--- src/rtl/ea_mon_pkg.sv ---
// ea_mon_pkg: shared types for the event monitor capture sequencer
package ea_mon_pkg;
  localparam int CAP_STATE_W = 3;
  typedef enum logic [CAP_STATE_W-1:0] {
    IDLE  = 3'd0,
    PRE   = 3'd1,
    ARMED = 3'd2,
    POST  = 3'd3,
    DONE  = 3'd4
  } cap_state_e;
endpackage

--- src/rtl/wrap_ptr.sv ---
// wrap_ptr: circular buffer pointer with clear, increment and a wrap pulse
module wrap_ptr #(
  parameter int DEPTH = 256,
  localparam int ADDR_W = $clog2(DEPTH)
) (
  input  logic              clk,
  input  logic              rst_n,
  input  logic              clr,
  input  logic              inc,
  output logic [ADDR_W-1:0] ptr,
  output logic              wrap
);
  assign wrap = inc & (ptr == ADDR_W'(DEPTH - 1));
  always_ff @(posedge clk or negedge rst_n)
    if (!rst_n) ptr <= '0;
    else ptr <= clr ? '0 : inc ? ptr + 1'b1 : ptr;
endmodule

--- src/rtl/capture_seq_ctrl.sv ---
// capture_seq_ctrl: pre/post trigger capture sequencer for a circular sample buffer
module capture_seq_ctrl
  import ea_mon_pkg::*;
#(
  parameter int DEPTH = 256,
  localparam int ADDR_W = $clog2(DEPTH)
) (
  input  logic                   clk,
  input  logic                   rst_n,
  input  logic                   start,
  input  logic                   abort,
  input  logic [ADDR_W-1:0]      cfg_pre,
  input  logic [ADDR_W-1:0]      cfg_post,
  input  logic                   sample_valid,
  input  logic                   trigger_hit,
  output logic                   trig_en,
  output logic                   trig_arm,
  output logic                   buf_we,
  output logic [ADDR_W-1:0]      buf_waddr,
  output logic [ADDR_W-1:0]      trig_addr,
  output logic                   wrapped,
  output logic                   busy,
  output logic                   done,
  output logic                   cfg_err,
  output logic [CAP_STATE_W-1:0] state
);
  cap_state_e st, st_nx;
  logic [ADDR_W-1:0] pre_q, post_q, pre_cnt, post_cnt, wptr;
  logic [ADDR_W:0] cfg_sum;
  logic active, go, bad, ok, hit, wrap;
  assign active    = (st == PRE) | (st == ARMED) | (st == POST);
  assign cfg_sum   = {1'b0, cfg_pre} + {1'b0, cfg_post};
  assign go        = start & ~abort & ((st == IDLE) | (st == DONE));
  assign bad       = cfg_sum > (ADDR_W+1)'(DEPTH - 1);
  assign ok        = go & ~bad;
  assign buf_we    = sample_valid & active & ~abort;
  assign hit       = (st == ARMED) & trigger_hit & buf_we;
  assign trig_en   = sample_valid & active;
  assign trig_arm  = st == ARMED;
  assign buf_waddr = wptr;
  assign busy      = active;
  assign done      = st == DONE;
  assign state     = st;
  wrap_ptr #(.DEPTH(DEPTH)) u_wptr (
    .clk  (clk),
    .rst_n(rst_n),
    .clr  (ok),
    .inc  (buf_we),
    .ptr  (wptr),
    .wrap (wrap)
  );
  always_comb begin
    st_nx = st;
    if (abort) st_nx = IDLE;
    else if (go) st_nx = bad ? IDLE : PRE;
    else
      unique case (st)
        PRE:   st_nx = ((pre_q == '0) | (buf_we & (pre_cnt + 1'b1 == pre_q))) ? ARMED : PRE;
        ARMED: st_nx = hit ? ((post_q == '0) ? DONE : POST) : ARMED;
        POST:  st_nx = (buf_we & (post_cnt == ADDR_W'(1))) ? DONE : POST;
        default: st_nx = st;
      endcase
  end
  always_ff @(posedge clk or negedge rst_n)
    if (!rst_n) begin
      st        <= IDLE;
      pre_q     <= '0;
      post_q    <= '0;
      pre_cnt   <= '0;
      post_cnt  <= '0;
      trig_addr <= '0;
      wrapped   <= 1'b0;
      cfg_err   <= 1'b0;
    end else begin
      st      <= st_nx;
      cfg_err <= go & bad;
      if (ok) begin
        pre_q   <= cfg_pre;
        post_q  <= cfg_post;
        pre_cnt <= '0;
      end else if ((st == PRE) & buf_we) pre_cnt <= pre_cnt + 1'b1;
      if (hit) post_cnt <= post_q;
      else if ((st == POST) & buf_we) post_cnt <= post_cnt - 1'b1;
      trig_addr <= abort ? '0 : hit ? wptr : trig_addr;
      wrapped   <= (abort | ok) ? 1'b0 : wrapped | wrap;
    end
endmodule

--- config.mk ---
export PLATFORM = sky130hd
export DESIGN_NAME = capture_seq_ctrl
export DESIGN_NICKNAME = d
export VERILOG_FILES = /design/src/rtl/ea_mon_pkg.sv /design/src/rtl/wrap_ptr.sv /design/src/rtl/capture_seq_ctrl.sv
export SDC_FILE = /design/constraint.sdc
export NUM_CORES = 1
export LEC_CHECK = 0
export ABC_AREA = 1
export CAP_MARGIN = 20
export CORE_MARGIN = 1
export CORE_UTILIZATION = 45
export DETAILED_ROUTE_END_ITERATION = 16
export PLACE_DENSITY = 0.69
export SLEW_MARGIN = 20
export SYNTH_ARGS = -nofsm -noshare
export SYNTH_HDL_FRONTEND = slang
export SYNTH_HIERARCHICAL = 1
export SYNTH_SLANG_ARGS = --single-unit
--- constraint.sdc ---
create_clock -name clk -period 3.55 [get_ports clk]
set_input_delay 1.065 -clock clk [delete_from_list [all_inputs] [get_ports clk]]
set_output_delay 1.065 -clock clk [all_outputs]
set_load 0.01 [all_outputs]
==> summary.md, run 1 <==
| Metric | Value |
|---|---|
| WL final | 7220 um |
| Dpl cell area | 0.00356 mm^2 |
| Nets | 468 |
| Delay-heaviest family, CP | buffers and inverters |
| Peak supply drop | 0.241 mV |
| CP Class | in2out |
| Num CTS Buffers | 5 |
| Worst hold path type | reg2reg |
| Placed instance count | 504 |
| Synth unique cells | 37 |
| Leakage | 1.79 nW |
| Reg clk slew, reported paths | 0.10 ns |
| Die height | 83.4 um |
| Flop-to-flop setup slack | 1.60 ns |
| H-tree levels | 2 |
| Post-CTS sizing | 0 |
| Post-synthesis average cell area | 7.84 um^2 |
| Syn_nets | 414 |
| Pwr dens | 476 mW/mm^2 |
| Buffers plus inverters on the worst setup path | 3 |
| First-pass GRT wire length | 12,300 um |
| Rel. slew slack | 74.3% |
| Period Utilization, post-route | 96.0% |
| Sum Neg Setup Slack | 0 ns |
| Pin count of the biggest net entering global routing | 24 |
| Design Area, Final | 0.00364 mm^2 |
| Synth Warn # | 6 |
| Non-filler cells, final | 512 |
| Arrival time at the worst endpoint | 2.34 ns |
| Post-synthesis simple-gate area fraction | 33.1% |
| Via count | 2,647 |
| Final hold vios | 0 |
| Initial Util | 46.6% |
| Wire per inst | 14.1 um |
| DRC viols | 0 |
| Synth Instances | 380 |
| Vias in the first global route | 2,588 |
| Setup bufs post-CTS | 0 |
| Filler Cells Inserted | 563 |
| Worst setup SP type | input pin |
| XOR/XNOR share of the synthesized area | 2.35% |
| Die area | 0.00695 mm^2 |
| Routability congestion estimate | 0.854 |
| CP most frequent cell | clkdlybuf4s50_1 |
| Remaining Overflow, GRT | 0 |
| Clock latency on the worst-skew pair | 0.31 ns |
| Yosys reg bits | 53 |
| Final setup fails | 0 |
| Initial detailed-routing violation count | 195 |
| Critical Path End | trig_en |
| Core area | 0.00639 mm^2 |
| Die Wd | 83.4 um |
| Reg-to-reg endpoint | state[0] |
| Critical path cell sequence | clkdlybuf4s50_1, inv_1, nor3_1, clkdlybuf4s50_1 |
| Reg2reg path depth | 11 |
| Tmin final | 3.41 ns |
| Most used DFF post-synth | dfrtp_1 |
| Post-synthesis mux area share | 0% |
| I/O pins | 48 |
| Ant diodes | 0 |
| Compound-Gate Fraction of Synth Area | 8.23% |
| Cts hold-fix bufs | 0 |
| Startpoint of the worst hold path | trig_addr[6] |
| CP peak stage delay | 0.55 ns |
| Synth async-reset ratio | 100% |
| Site Rows | 29 |
| CP Depth | 4 |
| Drt via density | 5.17 |
| CTS max path bufs | 2 |
| CTS Root Buffer Type | clkbuf_8 |
| Largest family of logic cells by synthesized area | simple AND/OR/NAND/NOR gates |
| Reg2reg start | state[1] |
| Max cap viols | 0 |
| WHS | 0.517 ns |
| Initial antenna violation count | 0 |
| Antenna-violating nets left | 0 |
| Pins Over Slew Limit | 0 |
| Mapped Area | 0.00298 mm^2 |
| Crit path max fanout | 2 |
| Layout overhead on the synthesized area | 22.3% |
| Clk sinks | 53 |
| HPWL Detailed | 5490 um |
| Unrepaired setup endpoints after global routing | false |
| Skew final | 0.0140 ns |
| Tightest Pin Transition | 0.386 ns |
| TritonCTS clock tree | yes |
| Outcome | finished clean |
| Synth Area in Adders | 5.29% |
| CP max-delay cell | clkdlybuf4s50_1 |
| Max Freq | 0.293 GHz |
| GRT Total Usage | 22.1% |
| Fraction of layout cells with a size suffix above 1 | 7.36% |
| Iteration count of the initial detailed-routing pass | 4 |
| Post-synthesis sequential area ratio | 44.5% |
| Number of flops mapped to enable cells by yosys | 0 |
| Crit path from | sample_valid |
| Worst Setup End Kind | output port |
| Critical Path RT | 2.48 ns |
| Port buffer count | 47 |
==> cell usage after synthesis (2+ instances only) <==
library cell / n / area share [%]
dfrtp_1: 53 / 45
nand3_1: 36 / 6.0
xnor2_1: 4 / 1.2
nand3b_1: 2 / 0.50
nand4_1: 3 / 0.63
o211ai_1: 3 / 0.76
nor2_4: 4 / 1.5
nand2_4: 2 / 0.76
buf_2: 2 / 0.34
xor2_1: 4 / 1.2
nor2_1: 24 / 3.0
o21ai_0: 17 / 2.9
nor2_2: 3 / 0.63
ha_1: 11 / 4.6
nand2_1: 126 / 16
nor4_1: 5 / 1.0
nor3_1: 6 / 1.0
inv_1: 39 / 4.9
inv_2: 2 / 0.25
o22ai_1: 3 / 0.63
clkbuf_1: 3 / 0.38
a21oi_1: 13 / 2.2
==> layer usage <==
layer  up-vias  global-route usage [%]  wire length [um]
li1       1339                       -                 -
met1      1246                    32.3              3570
met2        57                    34.7              3280
met3         5                    3.48               302
met4         0                    4.70                61
met5         -                       0                 0
==> worst reg2reg max path, stage by stage (launching register included) <==
cell and delay (ns):
dfrtp_1 0.46, nor2_2 0.09, nor2_4 0.13, nand2_4 0.09, nor2_8 0.08, buf_4 0.22, nand3_4 0.21, inv_2 0.30
nand2_1 0.09, nand3_1 0.08, nand3_1 0.08, nand2_1 0.06
==> cell type report <==
| type | count | area [um^2] | share of cell area (%) |
|---|---|---|---|
| flip-flops and latches | 53 | 1330 | 36.4 |
| repair buffers | 53 | 510 | 14.0 |
| multi-input cells | 278 | 1460 | 40.1 |
| inverters | 43 | 164 | 4.50 |
| clock inverters | 2 | 15.0 | 0.412 |
| clock buffers | 6 | 72.6 | 1.99 |
| well taps | 77 | 96.3 | 2.64 |
==> report_power, final <==
part           switching, mW  total, mW  internal [mW]
logic                  0.291      0.528          0.237
registers              0.133      0.864          0.732
clock network          0.204      0.343          0.139
==> logic make-up (layout without fill, tap and decap cells) <==
logic type      count (synthesis)  count (layout)
simple gates                  216             216
fa+ha+maj                      12              12
compound gates                 42              42
flops                          53              53
buf+inv                        49             104
xor+xnor                        8               8
==> state kept, by name, summed over array words and instances, names as in the netlist <==
signal and cells:
cfg_err 1, post_cnt 8, post_q 8, pre_cnt 8, pre_q 8, state 3
trig_addr 8, u_wptr/ptr 8, wrapped 1
==> cells in the final DEF, fill, tap and decap left out, drive strengths merged <==
cell             n
nand3           37
xor2             4
nand3b           2
nor2            32
ha              11
nor3             6
o22ai            3
nand4            4
nand2          129
clkbuf           6
buf              7
clkdlybuf4s50   46
clkinv           1
a21boi           1
inv             42
xnor2            4
fa               1
a32oi            1
a21oi           13
o211ai           3
o21a             1
or3              1
nor4             5
o21ai           18
o221ai           1
clkinvlp         2
a22oi            1
dfrtp           53
==> how the worst min path moves through the flow <==
stage	slack [ns]	to	cells after the start
2_1_floorplan	0.47	post_q[6]	2
3_3_place_gp	0.49	trig_addr[6]	2
3_5_place_dp	0.50	trig_addr[6]	2
4_1_cts	0.52	trig_addr[6]	2
5_1_grt	0.53	trig_addr[0]	2
6_report	0.52	trig_addr[6]	2
==> per-stage QoR <==
stage	setup slack, ns	power (mW)	utilization (%)
after global placement	0.150	1.39	55.7
after floorplan	0.682	1.19	-
after detailed placement	0.134	1.40	55.7
final	0.141	1.74	57.1
after CTS	0.131	1.75	57.1
after global routing	0.0546	1.86	57.1
No activity file was read; power rests on OpenSTA's default activity.
==> run 2: changes to the inputs <==
==> constraint.sdc (replaced) <==
create_clock -name clk -period 4.4 [get_ports clk]
set_input_delay 1.32 -clock clk [delete_from_list [all_inputs] [get_ports clk]]
set_output_delay 1.32 -clock clk [all_outputs]
set_load 0.01 [all_outputs]
==> summary.md, run 2 (synthesis gave the netlist of run 1 again) <==
| Metric | Value |
|---|---|
| Max Freq | 0.255 GHz |
| Sequential share of power | 49.7% (about the same) |
| Multi-input logic area | 0.00146 mm^2 (unchanged) |
| Worst setup SP type | input pin |
| Clk sinks | 53 (unchanged) |
| Sum Neg Setup Slack | 0 ns (unchanged) |
| First-pass GRT wire length | 12,200 um (-0.73%) |
| Via count | 2,630 (-0.64%) |
| CTS max path bufs | 2 (unchanged) |
| Pin count of the biggest net entering global routing | 40 (+67%) |
| Setup bufs post-CTS | 0 (unchanged) |
| Final setup fails | 0 (unchanged) |
| Clock power frac | 20.3% (+0.5 points) |
| Wire per inst | 13.9 um (-1.2%) |
| H-tree levels | 2 (unchanged) |
| Power share of the combinational group | 30.0% (-0.4 points) |
| DRC viols | 0 (unchanged) |
| Initial Util | 46.6% (unchanged) |
| GRT Total Usage | 21.9% (-0.22 points) |
| Initial antenna violation count | 0 (unchanged) |
| Peak supply drop | 0.275 mV (+14%) |
| Leakage | 1.79 nW (+0.13%) |
| Dpl cell area | 0.00355 mm^2 (-0.21%) |
| Met3 GRT Util | 3.68% (+0.20 points) |
| Met1 global-route usage | 31.1% (-1.2 points) |
| Most frequent cells in the layout | 126 x nand2_1, 53 x dfrtp_1, 46 x clkdlybuf4s50_1 |
| Site Rows | 29 (unchanged) |
| Iteration count of the initial detailed-routing pass | 4 (unchanged) |
| Ant diodes | 0 (unchanged) |
| Clock latency on the worst-skew pair | 0.32 ns (about the same) |
| Initial detailed-routing violation count | 158 (-19%) |
| Pwr dens | 386 mW/mm^2 (-19%) |
| Routability congestion estimate | 0.837 (-2.0%) |
| Arrival time at the worst endpoint | 2.60 ns (+0.26 ns) |
| Tightest Pin Transition | 0.911 ns (+0.525 ns) |
| Antenna-violating nets left | 0 (unchanged) |
| Num CTS Buffers | 5 (unchanged) |
| Worst hold path type | reg2reg |
| I/O pins | 48 (unchanged) |
| Nets | 467 (-0.21%) |
| Drt via density | 5.15 (-0.45%) |
| WHS | 0.518 ns (+0.000965 ns) |
| Unrepaired setup endpoints after global routing | false |
| Switching portion of total power | 36.3% (+0.19 points) |
| Met2 Use GR | 34.1% (-0.60 points) |
| Period Utilization, post-route | 89.1% |
| Port buffer count | 47 (unchanged) |
| CP Class | in2out |
| Net Switching | 510 uW (-19%) |
| Crit path max fanout | 2 (unchanged) |
| Layout overhead on the synthesized area | 22.2% |
| Fraction of layout cells with a size suffix above 1 | 7.37% (+0.017 points) |
| Rel. slew slack | 39.2% (-35 points) |
| CTS Root Buffer Type | clkbuf_8 |
| Reg clk slew, reported paths | 0.11 ns (about the same) |
| Outcome | finished clean |
| Final hold vios | 0 (unchanged) |
| Filler Cells Inserted | 597 (+6.0%) |
| TritonCTS clock tree | yes |
| Sequential cell area | 0.00133 mm^2 (unchanged) |
| Post-CTS sizing | 0 (unchanged) |
| Max cap viols | 0 (unchanged) |
| Core area | 0.00639 mm^2 (unchanged) |
| Design Area, Final | 0.00364 mm^2 (-0.14%) |
| HPWL Detailed | 5250 um (-4.4%) |
| Tmin final | 3.92 ns |
| Pins Over Slew Limit | 0 (unchanged) |
| Worst Setup End Kind | output port |
| Skew final | 0.0114 ns (-0.00257 ns) |
| Cts hold-fix bufs | 0 (unchanged) |
| Die height | 83.4 um (unchanged) |
| Critical Path RT | 3.08 ns (+0.60 ns) |
| P_int | 894 uW (-19%) |
| Most common cell after layout, fill and taps aside | nand2_1 |
| Die Wd | 83.4 um (unchanged) |
| Remaining Overflow, GRT | 0 (unchanged) |
| WL final | 7120 um (-1.4%) |
| Global route hottest layer | met2 |
| Die area | 0.00695 mm^2 (unchanged) |
| Vias in the first global route | 2,591 (+0.12%) |
==> run 2: changes by cell type in the layout (fill, tap and decap cells not counted) <==
cell / change
inv_6: +1
buf_4: -1
clkinv_2: +1
clkinvlp_4: -1
clkbuf_1: -1
==> run 2: final cells by class <==
cell class                      instances  area share, %
Timing Repair Buffer                   52           13.8
Sequential cell                        53           36.4
Tap cell                               77           2.65
Clock inverter                          3          0.584
Multi-Input combinational cell        278           40.1
Inverter                               43           4.50
Clock buffer                            5           1.89
==> run 2: layer usage <==
metal	vias to the layer above	wire (um)
li1	1335	-
met5	-	0
met2	50	3150
met3	7	260
met4	0	110
met1	1238	3600
==> run 2: worst paths after layout <==
check / slack, ns / depth (start not counted) / end / from
max in group asynchronous: 2.51 / 2 / post_q[7] / rst_n
min in group asynchronous: 1.13 / 1 / post_cnt[1] / rst_n
worst min-delay path: 0.52 / 2 / trig_addr[6] / trig_addr[6]
worst max-delay path: 0.48 / 4 / trig_en / sample_valid
worst max register to register: 2.44 / 11 / state[0] / state[1]
worst min register to register: 0.52 / 2 / trig_addr[6] / trig_addr[6]
==> run 2: critical path: stages <==
cell and delay [ns]:
clkdlybuf4s50_1 0.45, inv_1 0.10, nor3_1 0.18, clkdlybuf4s50_1 0.55
==> run 2: power groups by stage <==
| stage | Combinational, mW | Clock, mW | Sequential (mW) |
|---|---|---|---|
| after global routing | 0.477 | 0.317 | 0.714 |
| after detailed placement | 0.423 | 0 | 0.705 |
| after global placement | 0.412 | 0 | 0.704 |
| after CTS | 0.426 | 0.298 | 0.697 |
| final | 0.421 | 0.286 | 0.697 |
| after floorplan | 0.275 | 0 | 0.683 |
==> run 2: per-stage QoR <==
stage               std cells  setup WS (ns)  power [mW]  utilization (%)
finish                    511          0.481        1.40             57.0
global route              511          0.431        1.51             57.0
CTS                       511          0.481        1.42             57.0
detailed placement        503          0.488        1.13             55.6
global placement          503          0.485        1.12             55.6
floorplan                 380           1.28       0.958                -
==> run 3: changes to the inputs <==
--- a/config.mk
+++ b/config.mk
@@ -9,6 +9,7 @@
 export CAP_MARGIN = 20
 export CORE_MARGIN = 1
 export CORE_UTILIZATION = 45
+export CTS_CLUSTER_SIZE = 10
 export DETAILED_ROUTE_END_ITERATION = 16
 export PLACE_DENSITY = 0.69
 export SLEW_MARGIN = 20
==> constraint.sdc (replaced) <==
create_clock -name clk -period 4.6 [get_ports clk]
set_input_delay 1.38 -clock clk [delete_from_list [all_inputs] [get_ports clk]]
set_output_delay 1.38 -clock clk [all_outputs]
set_load 0.01 [all_outputs]
==> summary.md, run 3 (synthesis gave the netlist of run 1 again) <==
| Metric | Value |
|---|---|
| Outcome | finished clean |
| I/O pins | 48 (unchanged) |
| Drt via density | 5.25 (+2.1%) |
| Initial antenna violation count | 0 (unchanged) |
| Routability congestion estimate | 0.829 (-0.92%) |
| Filler Cells Inserted | 607 (+1.7%) |
| Reg clk slew, reported paths | 0.09 ns (-0.02 ns) |
| H-tree levels | 2 (unchanged) |
| DRC viols | 0 (unchanged) |
| Core area | 0.00639 mm^2 (unchanged) |
| Nets | 467 (unchanged) |
| Vias in the first global route | 2,576 (-0.58%) |
| Port buffer count | 47 (unchanged) |
| Leakage | 1.78 nW (-0.40%) |
| Multi-input logic area | 0.00146 mm^2 (unchanged) |
| Die height | 83.4 um (unchanged) |
| Tightest Pin Transition | 0.716 ns (-0.195 ns) |
| Max Freq | 0.247 GHz |
| Most common cell after layout, fill and taps aside | nand2_1 |
| Num CTS Buffers | 5 (unchanged) |
| Pin count of the biggest net entering global routing | 31 (-23%) |
| Via count | 2,685 (+2.1%) |
| Rel. slew slack | 52.3% (+13 points) |
| Clock latency on the worst-skew pair | 0.30 ns (-0.02 ns) |
| Tmin final | 4.04 ns |
| Site Rows | 29 (unchanged) |
| Post-CTS sizing | 0 (unchanged) |
| CTS Root Buffer Type | clkbuf_8 |
| Worst Setup End Kind | output port |
| Crit path max fanout | 2 (unchanged) |
| Unrepaired setup endpoints after global routing | false |
| Worst hold path type | reg2reg |
| Remaining Overflow, GRT | 0 (unchanged) |
| Initial Util | 46.6% (unchanged) |
| Pwr dens | 366 mW/mm^2 (-5.3%) |
| CTS max path bufs | 2 (unchanged) |
| Die area | 0.00695 mm^2 (unchanged) |
| HPWL Detailed | 5370 um (+2.3%) |
| Iteration count of the initial detailed-routing pass | 4 (unchanged) |
| Skew final | 0.00759 ns (-0.00380 ns) |
| CP Class | in2out |
| Critical Path RT | 3.22 ns (+0.14 ns) |
| WHS | 0.516 ns (-0.00172 ns) |
| Cts hold-fix bufs | 0 (unchanged) |
| Ant diodes | 0 (unchanged) |
| Sum Neg Setup Slack | 0 ns (unchanged) |
| GRT Total Usage | 22.7% (+0.80 points) |
| Peak supply drop | 0.194 mV (-29%) |
| Max cap viols | 0 (unchanged) |
| Initial detailed-routing violation count | 119 (-25%) |
| Worst setup SP type | input pin |
| Antenna-violating nets left | 0 (unchanged) |
| Wire per inst | 14.1 um (+1.4%) |
| Fraction of layout cells with a size suffix above 1 | 7.14% (-0.23 points) |
| Final hold vios | 0 (unchanged) |
| Arrival time at the worst endpoint | 2.66 ns (+0.06 ns) |
| Final setup fails | 0 (unchanged) |
| Sequential cell area | 0.00133 mm^2 (unchanged) |
| Flop-to-flop setup slack | 2.64 ns (+0.20 ns) |
| Period Utilization, post-route | 87.8% |
| Reg2reg path depth | 10 (-1) |
| Setup bufs post-CTS | 0 (unchanged) |
| Hold depth | 2 (unchanged) |
| TritonCTS clock tree | yes |
| Die Wd | 83.4 um (unchanged) |
| First-pass GRT wire length | 12,500 um (+2.5%) |
| Clk sinks | 53 (unchanged) |
| WL final | 7220 um (+1.4%) |
| Layout overhead on the synthesized area | 22.1% (about the same) |
| Most frequent cells in the layout | 126 x nand2_1, 53 x dfrtp_1, 46 x clkdlybuf4s50_1 |
| Pins Over Slew Limit | 0 (unchanged) |
run 3: cell types whose count changed in the layout (fill, tap and decap cells not counted):
cell,before,now
clkbuf_1,0,1
clkinvlp_4,1,2
clkinv_2,1,0
inv_6,1,0
run 3: layout make-up:
cell class                 count  share of cell area, %
multi-input combinational    278                   40.1
sequential                    53                   36.5
tap                           77                   2.65
timing repair buffer          52                   13.8
inverter                      43                   4.51
clock buffer                   6                   2.00
clock inverter                 2                  0.413
run 3: worst paths after layout:
kind,startpoint,endpoint
worst max-delay path,sample_valid,trig_en
worst min-delay path,trig_addr[3],trig_addr[3]
worst max register to register,state[2],state[0]
worst min register to register,trig_addr[3],trig_addr[3]
max in group asynchronous,rst_n,post_q[1]
min in group asynchronous,rst_n,post_cnt[6]
run 3: critical path, stage by stage:
cell	delay (ns)
clkdlybuf4s50_1	0.45
inv_1	0.10
nor3_1	0.18
clkdlybuf4s50_1	0.55
run 3: metrics by stage:
stage | utilization [%] | power (mW) | std cells | area (um^2) | setup WS (ns)
after floorplan | - | 0.917 | 380 | 2980 | 1.42
after global placement | 55.6 | 1.07 | 503 | 3550 | 0.567
after detailed placement | 55.6 | 1.08 | 503 | 3550 | 0.562
after CTS | 57.0 | 1.34 | 511 | 3640 | 0.554
after global routing | 57.0 | 1.44 | 511 | 3640 | 0.490
final | 57.0 | 1.33 | 511 | 3640 | 0.559
run 3: power breakdown:
part / internal (mW) / total, mW / switching (mW)
clock: 0.108 / 0.261 / 0.154
combinational: 0.182 / 0.401 / 0.220
sequential: 0.565 / 0.667 / 0.103
total: 0.854 / 1.33 / 0.476
run 3: layer usage:
metal | vias to the layer above | track usage (%) | part of all wire (%)
met5 | - | 0 | 0
met4 | 0 | 5.33 | 0.96
met3 | 6 | 3.28 | 6.2
met2 | 70 | 35.9 | 45
met1 | 1267 | 32.9 | 48
li1 | 1342 | - | -
==> edit: new RTL, flow settings as in run 3 <==
Register the outputs `trig_en`, `trig_arm`, `buf_waddr`, `busy` and `done`, with the module's reset; this adds one clock of latency there. The other outputs are not delayed to match.
--- a/src/rtl/capture_seq_ctrl.sv
+++ b/src/rtl/capture_seq_ctrl.sv
@@ -37,7 +37,17 @@
   assign hit       = (st == ARMED) & trigger_hit & buf_we;
-  assign trig_en   = sample_valid & active;
-  assign trig_arm  = st == ARMED;
-  assign buf_waddr = wptr;
-  assign busy      = active;
-  assign done      = st == DONE;
+  always_ff @(posedge clk or negedge rst_n) begin
+    if (!rst_n) begin
+      trig_en   <= '0;
+      trig_arm  <= '0;
+      buf_waddr <= '0;
+      busy      <= '0;
+      done      <= '0;
+    end else begin
+      trig_en   <= sample_valid & active;
+      trig_arm  <= st == ARMED;
+      buf_waddr <= wptr;
+      busy      <= active;
+      done      <= st == DONE;
+    end
+  end
   assign state     = st;
Behaviour: not the same (a bounded check fails within 4 cycles, from zero or initial values and one cycle with rst_n low).
==> edit against run 3 <==
Final area up 15%. Global-route usage about the same. Clock power grew to 2.6 times the old value. Total power is 22% higher. Clock skew increased by 0.0034 ns. Sequential cell count is 12 higher. Critical path depth rose by 1. Wire length grew 6.6%. Worst setup slack got worse by 0.16 ns. Sequential share of layout area rose by 2.6 points. Synthesized area up 12%. Die area grew 11%. Worst hold slack got worse by 0.064 ns.
==> edit: results <==
export IMPL_drive_above_1_share_pct=11.7
export IMPL_skew_ns=0.0110
export IMPL_drt_wirelength_per_cell_um=14.0
export IMPL_worst_slack_ns=0.399
export IMPL_reg2regPathDepth=13
export IMPL_r2r_start="pre_cnt[1]"
export IMPL_hpwl_um=5610
export IMPL_htree_levels=3
export IMPL_grt_pass1_vias=2738
export IMPL_worst_path_max_fanout=15
export IMPL_diodes=0
export IMPL_crit_end="buf_we"
export IMPL_grt_total_usage_pct=22.7
export IMPL_clockRootBuffer="clkbuf_8"
export IMPL_p_leak_nw=2.08
export IMPL_grt_start_max_net_pins=43
export IMPL_grt_pass1_wl_um=13000
export IMPL_synth_common_cells="nand2_1, dfrtp_1, nand3_1"
export IMPL_crit_start="abort"
export IMPL_clk_latency_ns=0.34
export IMPL_crit_arrival_ns=2.82
export IMPL_numCtsBuffers=9
export IMPL_worstHoldPathCells=0
export IMPL_final_nets=483
export IMPL_dp_worst_setup_slack_ns=0.401
export IMPL_synthTopCellsByArea="dfrtp_1, nand2_1, nand3_1"
export IMPL_gp_congestion=0.842
export IMPL_path_clk_slew_ns=0.07
export IMPL_synth_yosys_seq_area_share_pct=49.0
export IMPL_hold_end="buf_waddr[4]"
export IMPL_status="complete, no violations"
export IMPL_irDropWorstVdd_uv=276
export IMPL_antenna_found_initial=0
export IMPL_worst_slew_margin_rel_pct=60.6
export IMPL_critPathMaxStageDelay_ns=0.53
export IMPL_portBuffers=47
export IMPL_hold_start="u_wptr/ptr[4]"
export IMPL_ctsHoldBuffers=0
export IMPL_drt_iter0_drc=126
export IMPL_viasPerCell=5.04
export IMPL_syn_nets=428
[edit: cell types whose count changed in the layout (fill, tap and decap cells not counted), moves of 5 or more]
cell,before,now
o21ai_1,0,14
nand2_1,126,114
clkbuf_8,5,10
nor2_1,24,29
dfrtp_1,53,65
inv_2,2,15
o21ai_0,17,2
a22oi_1,0,5
inv_1,39,32
[edit: metrics by stage]
| step | cell area (sq um) | util [%] | hold slack (ns) | power, W | cells |
|---|---|---|---|---|---|
| detailed placement | 3890 | 56.1 | 0.427 | 0.000970 | 534 |
| floorplan | 3320 | - | 0.395 | 0.000850 | 394 |
| global route | 4170 | 60.0 | 0.476 | 0.00171 | 550 |
| finish | 4170 | 60.0 | 0.452 | 0.00162 | 550 |
| CTS | 4170 | 60.0 | 0.452 | 0.00164 | 550 |
| global placement | 3890 | 56.1 | 0.445 | 0.000967 | 534 |
[edit: cell families after synthesis]
kind of cell,after synthesis,share of synthesized area [%]
adders and majority gates,12,4.75
AOI/OAI and AO/OA,45,8.14
buffers and inverters,55,6.82
DFF,65,49.0
and+or+nand+nor,208,29.0
xor gates and xnor gates,9,2.37
[edit: layout make-up]
class	instances	area, sq um
multi-input combinational	274	1470
fill	620	2780
clock inverter	6	138
tap	96	120
timing repair buffer	51	495
sequential	65	1630
clock buffer	10	138
inverter	48	183
[edit: layer usage]
| layer | wire [um] | global-route usage [%] |
|---|---|---|
| met5 | 0 | 0 |
| met2 | 3680 | 36.5 |
| met1 | 3550 | 29.6 |
| met4 | 106 | 7.75 |
| met3 | 359 | 6.13 |
[edit: power breakdown]
group / total, W / switching (W) / internal, W
clock network: 0.000666 / 0.000233 / 0.000433
registers: 0.000710 / 0.0000668 / 0.000643
logic: 0.000249 / 0.000138 / 0.000112
total: 0.00162 / 0.000438 / 0.00119
